`src/rtl/clint_smp_if.sv`:
```
// MMIO slave bus between the memory controller and the CLINT: word-wide access strobe plus registered read return.
// Latency: read data returns one cycle after w_req; writes land at the request edge.
// Backpressure: none; every w_req is accepted in its cycle.
// Ports: w_req/w_we/w_addr/w_wdata (controller -> CLINT), r_rdata/r_rvalid (CLINT -> controller).
interface clint_smp_if;
  logic        w_req;
  logic        w_we;
  logic [15:0] w_addr;
  logic [31:0] w_wdata;
  logic [31:0] r_rdata;
  logic        r_rvalid;

  modport master (output w_req, output w_we, output w_addr, output w_wdata,
                  input  r_rdata, input r_rvalid);
  modport slave  (input  w_req, input  w_we, input  w_addr, input  w_wdata,
                  output r_rdata, output r_rvalid);
endinterface

```
`src/rtl/clint_smp.sv`:
```
// Core-local interruptor: shared 64-bit mtime, per-hart mtimecmp and msip, per-hart timer/software interrupt outputs.
// Latency: writes take effect at the request edge; reads return 1 cycle later; r_mtip lags mtime/mtimecmp by 1 cycle.
// Backpressure: none; every MMIO access is accepted in the cycle it is presented.
// Ports: CLK, RST (sync, active-high); bus (clint_smp_if.slave); r_mtip/r_msip per hart; w_mtime = live mtime.
module clint_smp #(
  parameter int N_HARTS  = 2,
  parameter int TICK_DIV = 1
) (
  input  logic               CLK,
  input  logic               RST,
  clint_smp_if.slave         bus,
  output logic [N_HARTS-1:0] r_mtip,
  output logic [N_HARTS-1:0] r_msip,
  output logic [63:0]        w_mtime
);

  localparam int            PW        = (TICK_DIV > 1) ? $clog2(TICK_DIV) : 1;
  localparam logic [PW-1:0] PRESC_MAX = PW'(TICK_DIV - 1);

  logic [PW-1:0] presc;
  logic [63:0]   mtime;
  logic [63:0]   mtimecmp [N_HARTS];
  logic          tick;

  logic          rd;
  logic          wr;
  logic          sel_msip;
  logic          sel_cmp;
  logic          sel_mtime;
  logic [3:0]    msip_idx;
  logic [3:0]    cmp_idx;
  logic          hi_half;
  logic [31:0]   rd_dat;
  logic          addr_unused;

  // Byte lanes are not decoded; the word index is all that matters.
  assign addr_unused = ^bus.w_addr[1:0];

  assign tick     = (presc == PRESC_MAX);
  assign w_mtime  = mtime;

  assign rd       = bus.w_req & ~bus.w_we;
  assign wr       = bus.w_req &  bus.w_we;
  assign msip_idx = bus.w_addr[5:2];
  assign cmp_idx  = bus.w_addr[6:3];
  assign hi_half  = bus.w_addr[2];

  // Hart slots beyond N_HARTS fall out of the window and decode as unmapped.
  assign sel_msip  = (bus.w_addr[15:6] == 10'h000) && ({1'b0, msip_idx} < 5'(N_HARTS));
  assign sel_cmp   = (bus.w_addr[15:7] == 9'h080)  && ({1'b0, cmp_idx}  < 5'(N_HARTS));
  assign sel_mtime = (bus.w_addr[15:3] == 13'h17FF);

  // Read mux sees pre-edge state, so a read never observes a same-edge write.
  always_comb begin
    rd_dat = '0;
    for (int h = 0; h < N_HARTS; h++) begin
      if (sel_msip && (msip_idx == 4'(h)))
        rd_dat = {31'b0, r_msip[h]};
      if (sel_cmp && (cmp_idx == 4'(h)))
        rd_dat = hi_half ? mtimecmp[h][63:32] : mtimecmp[h][31:0];
    end
    if (sel_mtime)
      rd_dat = hi_half ? mtime[63:32] : mtime[31:0];
  end

  always_ff @(posedge CLK) begin
    if (RST) begin
      presc        <= '0;
      mtime        <= '0;
      r_mtip       <= '0;
      r_msip       <= '0;
      bus.r_rdata  <= '0;
      bus.r_rvalid <= 1'b0;
      for (int h = 0; h < N_HARTS; h++)
        mtimecmp[h] <= '1;
    end else begin
      bus.r_rvalid <= rd;
      if (rd)
        bus.r_rdata <= rd_dat;

      // Prescaler free-runs; mtime writes never touch its phase.
      presc <= tick ? '0 : presc + PW'(1);

      // A software write wins over the tick; the untouched half keeps its old value with no carry.
      if (wr && sel_mtime && !hi_half)
        mtime[31:0] <= bus.w_wdata;
      else if (wr && sel_mtime && hi_half)
        mtime[63:32] <= bus.w_wdata;
      else if (tick)
        mtime <= mtime + 64'd1;

      for (int h = 0; h < N_HARTS; h++) begin
        r_mtip[h] <= (mtime >= mtimecmp[h]);
        if (wr && sel_cmp && (cmp_idx == 4'(h))) begin
          if (hi_half)
            mtimecmp[h][63:32] <= bus.w_wdata;
          else
            mtimecmp[h][31:0]  <= bus.w_wdata;
        end
        if (wr && sel_msip && (msip_idx == 4'(h)))
          r_msip[h] <= bus.w_wdata[0];
      end
    end
  end

endmodule

```
`src/flat_wrapper.sv`:
```
// flat-port wrapper written by rule: the top's interface ports become plain ports
module clint_smp_flat 
#(
  parameter int N_HARTS  = 2,
  parameter int TICK_DIV = 1
)
  (CLK, RST, r_mtip, r_msip, w_mtime, bus_w_req, bus_w_we, bus_w_addr, bus_w_wdata, bus_r_rdata, bus_r_rvalid);
  clint_smp_if bus_i ();
  input  logic CLK;
  input  logic RST;
  output logic [N_HARTS-1:0] r_mtip;
  output logic [N_HARTS-1:0] r_msip;
  output logic [63:0] w_mtime;
  input wire logic [$bits(bus_i.w_req)-1:0] bus_w_req;
  input wire logic [$bits(bus_i.w_we)-1:0] bus_w_we;
  input wire logic [$bits(bus_i.w_addr)-1:0] bus_w_addr;
  input wire logic [$bits(bus_i.w_wdata)-1:0] bus_w_wdata;
  output wire logic [$bits(bus_i.r_rdata)-1:0] bus_r_rdata;
  output wire logic [$bits(bus_i.r_rvalid)-1:0] bus_r_rvalid;
  assign bus_i.w_req = bus_w_req;
  assign bus_i.w_we = bus_w_we;
  assign bus_i.w_addr = bus_w_addr;
  assign bus_i.w_wdata = bus_w_wdata;
  assign bus_r_rdata = bus_i.r_rdata;
  assign bus_r_rvalid = bus_i.r_rvalid;
  clint_smp #(.N_HARTS(N_HARTS), .TICK_DIV(TICK_DIV)) u_core (.CLK(CLK), .RST(RST), .bus(bus_i), .r_mtip(r_mtip), .r_msip(r_msip), .w_mtime(w_mtime));
endmodule
```
`config.mk`:
```
export PLATFORM = sky130hd
export DESIGN_NAME = clint_smp_flat
export DESIGN_NICKNAME = d
export VERILOG_FILES = /design/src/rtl/clint_smp_if.sv /design/src/rtl/clint_smp.sv /design/src/flat_wrapper.sv
export SDC_FILE = /design/constraint.sdc
export NUM_CORES = 1
export LEC_CHECK = 0
export BUFFER_PORTS_ARGS = -buffer_cell sky130_fd_sc_hd__buf_2
export CAP_MARGIN = 25
export CORE_MARGIN = 2
export CORE_UTILIZATION = 60
export DETAILED_ROUTE_END_ITERATION = 10
export PLACE_DENSITY_LB_ADDON = 0.1
export SLEW_MARGIN = 0
export SYNTH_ARGS = -nofsm -noshare
export SYNTH_HDL_FRONTEND = slang
export SYNTH_SLANG_ARGS = --single-unit
```
`constraint.sdc`:
```
create_clock -name CLK -period 3 [get_ports CLK]
set_input_delay 0 -clock CLK [delete_from_list [all_inputs] [get_ports CLK]]
set_output_delay 0 -clock CLK [all_outputs]
set_load 0.005 [all_outputs]
```
== After elaboration in Yosys (flattened, before gate mapping) ==
Memories as Yosys holds them, arrays and structs flattened.
Index checks and enable logic that the tools add are counted.
Storage, ports and cells
  output and inout port bits: 101
  register bits: 102
  memories kept: 1
  memory bits (writable): 128
  input bits: 52
  logic and storage cells: 85
Memory list
  u_core.mtimecmp: depth 2, bits a word 64, read ports 2, clocked after memory_dff 0, wr ports 2, line clint_smp.sv:22  | logic [63:0] mtimecmp [N_HARTS];
Operators by class
  bitwise gates (word level): 9
  order comparisons: 4
  equal/unequal tests: 7
  reduce and logical (&&, ||, !) cells: 22
  add/sub/neg operators: 2
  mux-type cells: 32
Operator list (count)
  $mux 32: 14
  $ge 64x64->1: 2
  $add 64x1->64 const B: 1
  $mux 64: 1
  $mux 1: 17
  $logic_and 1x1->1: 15
  $eq 13x13->1 const B: 1
  $logic_not 10->1: 1
  $eq 9x8->1 const B: 1
  $eq 4x1->1 const B: 2
  $logic_not 4->1: 2
  $lt 4x2->1 const B: 2
  $ne 2x2->1 const B: 2
  $or 1x1->1: 4
  $reduce_and 2->1: 2
  $not 1->1: 3
  $and 1x1->1: 2
  $ne 2x1->1 const B: 1
  $reduce_or 2->1: 1
  $add 1x1->1 const B: 1
  $logic_not 1->1: 1

== Depth between registers and ports, before layout ==
  word-level depth: 8
  depth in mapped cells: 9
  depth with buffers taken out: 8

== Worst setup path after synthesis ==
No wires, ideal clock.
  kind: reg2reg
  from: register u_core.mtime[1], in the netlist u_core.w_mtime[1]
  to: register u_core.mtime[60], in the netlist u_core.w_mtime[60]
  data required time: 2.921 ns
  slack: 0.488 ns
  buffers on the path: 1
  stages on the path, launching flop included: 9
  setup time: 0.079 ns
  period minus slack after synthesis: 2.512 ns
  arrival: 2.433 ns
  path through: dfxtp_1 ha_1 nand3_1 or4_1 buf_2 or4_4 nor4_2 xnor2_1 a211oi_2
Between the ends
  cells in the longest elaborated chain, start to end: 3
RTL lines
  start, declared: line clint_smp.sv:21  | logic [63:0] mtime;
  start signal, assigned: line clint_smp.sv:86  | mtime[31:0] <= bus.w_wdata;
  start signal, assigned: line clint_smp.sv:90  | mtime <= mtime + 64'd1;
  $add 64x1->64: line clint_smp.sv:90
  $mux 64: line clint_smp.sv:89  | else if (tick)
  $mux 32: line clint_smp.sv:87  | else if (wr && sel_mtime && hi_half)
Every way passes these cells. The select of a mux whose other input is x is not followed.
A chain may end at the register's enable or synchronous reset.

== Worst setup path after layout ==
  from: register u_core.mtime[5], in the netlist u_core.w_mtime[5]
  to: register u_core.mtime[55], in the netlist u_core.w_mtime[55]
The elaborated chain is that of the path after synthesis.

==> flow_summary.html <==
<table>
<tr><th>Metric</th><th>Value</th></tr>
<tr><th colspan="2">Global routing</th></tr>
<tr><td>Antenna violations before repair</td><td>0</td></tr>
<tr><td>Vias in the first global route</td><td>12000</td></tr>
<tr><td>Wire length of the first global-routing pass</td><td>about 66000 um</td></tr>
<tr><td>Overflow left after global routing</td><td>0</td></tr>
<tr><td>Largest net degree at the start of global routing</td><td>75</td></tr>
<tr><td>Global-route usage over all layers</td><td>0.350</td></tr>
<tr><th colspan="2">Finish</th></tr>
<tr><td>Most frequent cells in the layout</td><td>buf_2, inv_1, ha_1, edfxtp_1, nor2_1</td></tr>
<tr><td>Utilization after layout</td><td>0.731</td></tr>
<tr><td>Layout cells sized above 1</td><td>0.225</td></tr>
<tr><td>Filler cell count in the final layout</td><td>1712</td></tr>
<tr><td>Most common cell after layout, fill and taps aside</td><td>buf_2</td></tr>
<tr><td>Layout area overhead</td><td>19.0%</td></tr>
<tr><td>Fin nets</td><td>1812</td></tr>
<tr><td>Total inserted antenna cells</td><td>0</td></tr>
<tr><th colspan="2">Timing</th></tr>
<tr><td>Post-route fraction of the period consumed by the critical path</td><td>0.905</td></tr>
<tr><td>Number of setup violations in the final report</td><td>0</td></tr>
<tr><td>RSZ-0062 raised after global routing</td><td>false</td></tr>
<tr><td>Actual transition at the worst max-transition pin</td><td>roughly 1100 ps</td></tr>
<tr><td>Final Hold Violating Endpoints</td><td>0</td></tr>
<tr><td>Maximum frequency from static timing analysis</td><td>369 MHz</td></tr>
<tr><td>Max-slew violation count</td><td>0</td></tr>
<tr><td>Max Clock Skew</td><td>7.35 ps</td></tr>
<tr><td>Final critical-path required period</td><td>2710 ps</td></tr>
<tr><td>Worst-case headroom to the max-slew limit</td><td>0.231</td></tr>
<tr><td>Sum Neg Setup Slack</td><td>0 ps</td></tr>
<tr><th colspan="2">Drt</th></tr>
<tr><td>ANT nets after route</td><td>0</td></tr>
<tr><td>Residual DRC</td><td>0</td></tr>
<tr><td>Initial DRC count</td><td>~1500</td></tr>
<tr><td>Routed met2 length</td><td>around 20000 um</td></tr>
<tr><td>Uppermost layer routed</td><td>met4</td></tr>
<tr><td>Total Routed Length</td><td>42900 um</td></tr>
<tr><td>Via density per instance</td><td>between 6 and 7</td></tr>
<tr><td>Count of vias placed by the detailed router</td><td>12600</td></tr>
<tr><td>Met1 wire length</td><td>about 18000 um</td></tr>
<tr><td>Routed wire length per instance</td><td>~22 um</td></tr>
<tr><td>Iteration count of the initial detailed-routing pass</td><td>7</td></tr>
<tr><td>Sum of met3 wire segment lengths after detailed routing</td><td>between 4000 and 5000 um</td></tr>
<tr><th colspan="2">Power</th></tr>
<tr><td>Maximum VDD drop</td><td>0.440 mV</td></tr>
<tr><td>Proportion of power drawn by combinational gates</td><td>0.086</td></tr>
<tr><td>Power share of the sequential group</td><td>0.470</td></tr>
<tr><td>Internal power component</td><td>roughly 5700 uW</td></tr>
<tr><td>Power Dens Cells</td><td>roughly 450 nW/um^2</td></tr>
<tr><td>Leakage Power</td><td>0.00720 uW</td></tr>
<tr><td>Proportion of power drawn by the clock network</td><td>0.444</td></tr>
<tr><td>Net load switching power</td><td>1750 uW</td></tr>
<tr><td>Switching fraction of total power</td><td>0.235</td></tr>
<tr><th colspan="2">Critical path</th></tr>
<tr><td>Largest stage delay on the critical path</td><td>540 ps</td></tr>
<tr><td>Type of the worst setup path</td><td>flop to flop</td></tr>
<tr><td>Data arrival time of the critical path</td><td>3180 ps</td></tr>
<tr><td>Worst-path maximum fanout</td><td>10</td></tr>
<tr><td>Cell with the biggest individual delay on the critical path</td><td>or4_1</td></tr>
<tr><td>Series of cell instances along the critical path</td><td>nand4_1 -&gt; or4_1 -&gt; nor3_2 -&gt; nand4_1 -&gt; or4_1 -&gt; a31oi_1</td></tr>
<tr><td>Critical Path Start Type</td><td>flop</td></tr>
<tr><td>Critical path required time</td><td>3460 ps</td></tr>
<tr><td>Worst-case register-to-register setup slack</td><td>290 ps</td></tr>
<tr><td>Category of the worst setup path capture point</td><td>flop</td></tr>
<tr><th colspan="2">Clock tree</th></tr>
<tr><td>Number of buffers added by the clock tree synthesis step</td><td>26</td></tr>
<tr><td>Clock tree from TritonCTS</td><td>done</td></tr>
<tr><td>Sink count of the clock tree</td><td>230</td></tr>
<tr><td>Number of buffers on the longest clock path</td><td>3</td></tr>
<tr><td>Later-pin clock latency in the skew report</td><td>550 ps</td></tr>
<tr><td>CTS Root Buffer Type</td><td>clkbuf_16</td></tr>
<tr><td>Clock transition time at the flip-flop clock pins of the worst setup and hold paths</td><td>60 ps</td></tr>
<tr><td>Count of H-tree levels built during CTS</td><td>1</td></tr>
<tr><td>Post-CTS Setup Inserts</td><td>0</td></tr>
<tr><td>Cts repair resizes</td><td>0</td></tr>
<tr><td>Number of buffers inserted by hold repair at cts</td><td>38</td></tr>
<tr><th colspan="2">Hold path</th></tr>
<tr><td>Hold/Removal Path Class</td><td>input port to flop</td></tr>
<tr><th colspan="2">Synthesis</th></tr>
<tr><td>Distinct cells, synth</td><td>56</td></tr>
<tr><td>Prevailing post-synth register cell</td><td>edfxtp_1</td></tr>
<tr><td>Sequential element share of the synthesized area</td><td>0.422</td></tr>
<tr><td>Cell area after technology mapping</td><td>between 10000 and 15000 um^2</td></tr>
<tr><td>Syn Nets</td><td>1602</td></tr>
<tr><td>Mean cell area of the mapped netlist</td><td>9.82 um^2</td></tr>
<tr><td>Post-synthesis cell count</td><td>1421</td></tr>
<tr><td>Count of synthesis-stage warnings from yosys</td><td>0</td></tr>
<tr><td>FF+latch count, synth</td><td>230</td></tr>
<tr><td>Number of enable-type register cells in the synthesized netlist</td><td>128</td></tr>
<tr><td>Fraction of synthesis flops using an asynchronous set or reset pin</td><td>0</td></tr>
<tr><th colspan="2">Die</th></tr>
<tr><td>Horizontal die dimension</td><td>~160 um</td></tr>
<tr><td>Die Outline Area</td><td>24500 um^2</td></tr>
<tr><td>Boundary Pins</td><td>153</td></tr>
<tr><td>Overall die height</td><td>156 um</td></tr>
<tr><td>Standard-cell row count</td><td>55</td></tr>
<tr><td>Standard cell core area</td><td>22700 um^2</td></tr>
<tr><td>Effective utilization at floorplan</td><td>0.614</td></tr>
<tr><th colspan="2">Placement</th></tr>
<tr><td>Routability congestion estimate from global placement</td><td>0.956</td></tr>
<tr><td>Post-detailed-placement half-perimeter wirelength</td><td>about 30000 um</td></tr>
<tr><td>Port Buffer Count</td><td>150</td></tr>
<tr><th colspan="2">Run</th></tr>
<tr><td>Max-cap violation count</td><td>0</td></tr>
<tr><th colspan="2">Outcome</th></tr>
<tr><td>Run status</td><td>completed</td></tr>
</table>
cell type report:
| class | instances | area, um^2 | area share |
|---|---|---|---|
| clock buffers | 39 | 793 | 0.0478 |
| clock inverters | 9 | 92.6 | 0.00558 |
| inverters | 145 | 544 | 0.0328 |
| multi-input cells | 974 | 7270 | 0.438 |
| flip-flops and latches | 230 | 5890 | 0.355 |
| well taps | 285 | 357 | 0.0215 |
| repair buffers | 254 | 1660 | 0.0998 |
path summary, 6_finish.rpt:
path / start / endpoint / depth (start not counted)
hold reg to reg: u_core.bus.r_rdata[29]$_SDFFE_PP0P_ / u_core.bus.r_rdata[29]$_SDFFE_PP0P_ / 2
setup / recovery: u_core.w_mtime[5]$_SDFFE_PP0P_ / u_core.w_mtime[55]$_SDFFE_PP0P_ / 6
setup reg to reg: u_core.w_mtime[5]$_SDFFE_PP0P_ / u_core.w_mtime[55]$_SDFFE_PP0P_ / 6
hold / removal: bus_w_addr[13] / u_core.r_msip[1]$_SDFFE_PP0P_ / 6
cell families after synthesis:
family,Yosys count,share of synthesized area
other,1,0.000269
multiplexers,71,0.0820
flip-flops,230,0.422
AND/OR/NAND/NOR,440,0.160
adder cells (fa/ha/maj),129,0.116
AO/OA/AOI/OAI,319,0.152
XOR/XNOR,14,0.00879
buffers and inverters,217,0.0591
synth_stat cells (9+ instances only):
library cell	number	area share
nor2_1	104	0.028
ha_1	129	0.12
a31oi_1	24	0.011
mux2_2	36	0.029
and3_1	12	0.0054
nand4_1	48	0.022
or3_1	15	0.0067
dfxtp_1	102	0.15
a311oi_1	11	0.0069
buf_1	9	0.0024
clkbuf_1	57	0.015
nand3_1	28	0.010
o21ai_0	60	0.022
a21o_1	16	0.0086
a21oi_1	74	0.027
nor3_1	52	0.019
nand2_1	88	0.024
o21a_1	37	0.020
a211oi_1	28	0.015
nor4_1	18	0.0081
and2_1	9	0.0040
inv_1	145	0.039
mux4_2	31	0.050
a221oi_1	34	0.021
edfxtp_1	128	0.28
or2_2	33	0.015
registers in the layout (all words and copies together) (netlist names):
| signal | count |
|---|---|
| u_core.r_mtip | 2 |
| u_core.w_mtime | 64 |
| u_core.bus.r_rdata | 32 |
| u_core.bus.r_rvalid | 1 |
| u_core.presc | 1 |
| u_core.mtimecmp | 128 |
| u_core.r_msip | 2 |
worst max-delay path, delay by kind of cell (launching register included):
family             cells  cell delay (ps)
DFF                    1              520
and+or+nand+nor        5             1950
AOI/OAI and AO/OA      1              170
per-layer routing:
layer  vias up  global-route usage
met5         -                   0
met2       676               0.559
li1       5721                   -
met3        93              0.0534
met1      6143               0.491
met4         0               0.115
power groups by stage:
stage / logic, uW / registers (uW) / clock network [uW]
3_3_place_gp: 576 / 3560 / 0
5_1_grt: 698 / 3510 / 3440
6_report: 640 / 3500 / 3300
3_5_place_dp: 591 / 3570 / 0
4_1_cts: 632 / 3500 / 3320
2_1_floorplan: 352 / 3550 / 0
through the flow:
| stage | instances | instance area [um^2] | power [uW] | hold WS, ps | setup WS (ps) |
|---|---|---|---|---|---|
| 2_1_floorplan | 1421 | 14000 | 3900 | 136 | 488 |
| 3_3_place_gp | 1850 | 15300 | 4130 | 293 | 357 |
| 3_5_place_dp | 1850 | 15300 | 4160 | 297 | 361 |
| 4_1_cts | 1936 | 16600 | 7450 | 82.9 | 356 |
| 5_1_grt | 1936 | 16600 | 7650 | 167 | 95.8 |
| 6_report | 1936 | 16600 | 7440 | 108 | 286 |
(Power assumes the default switching activity.)
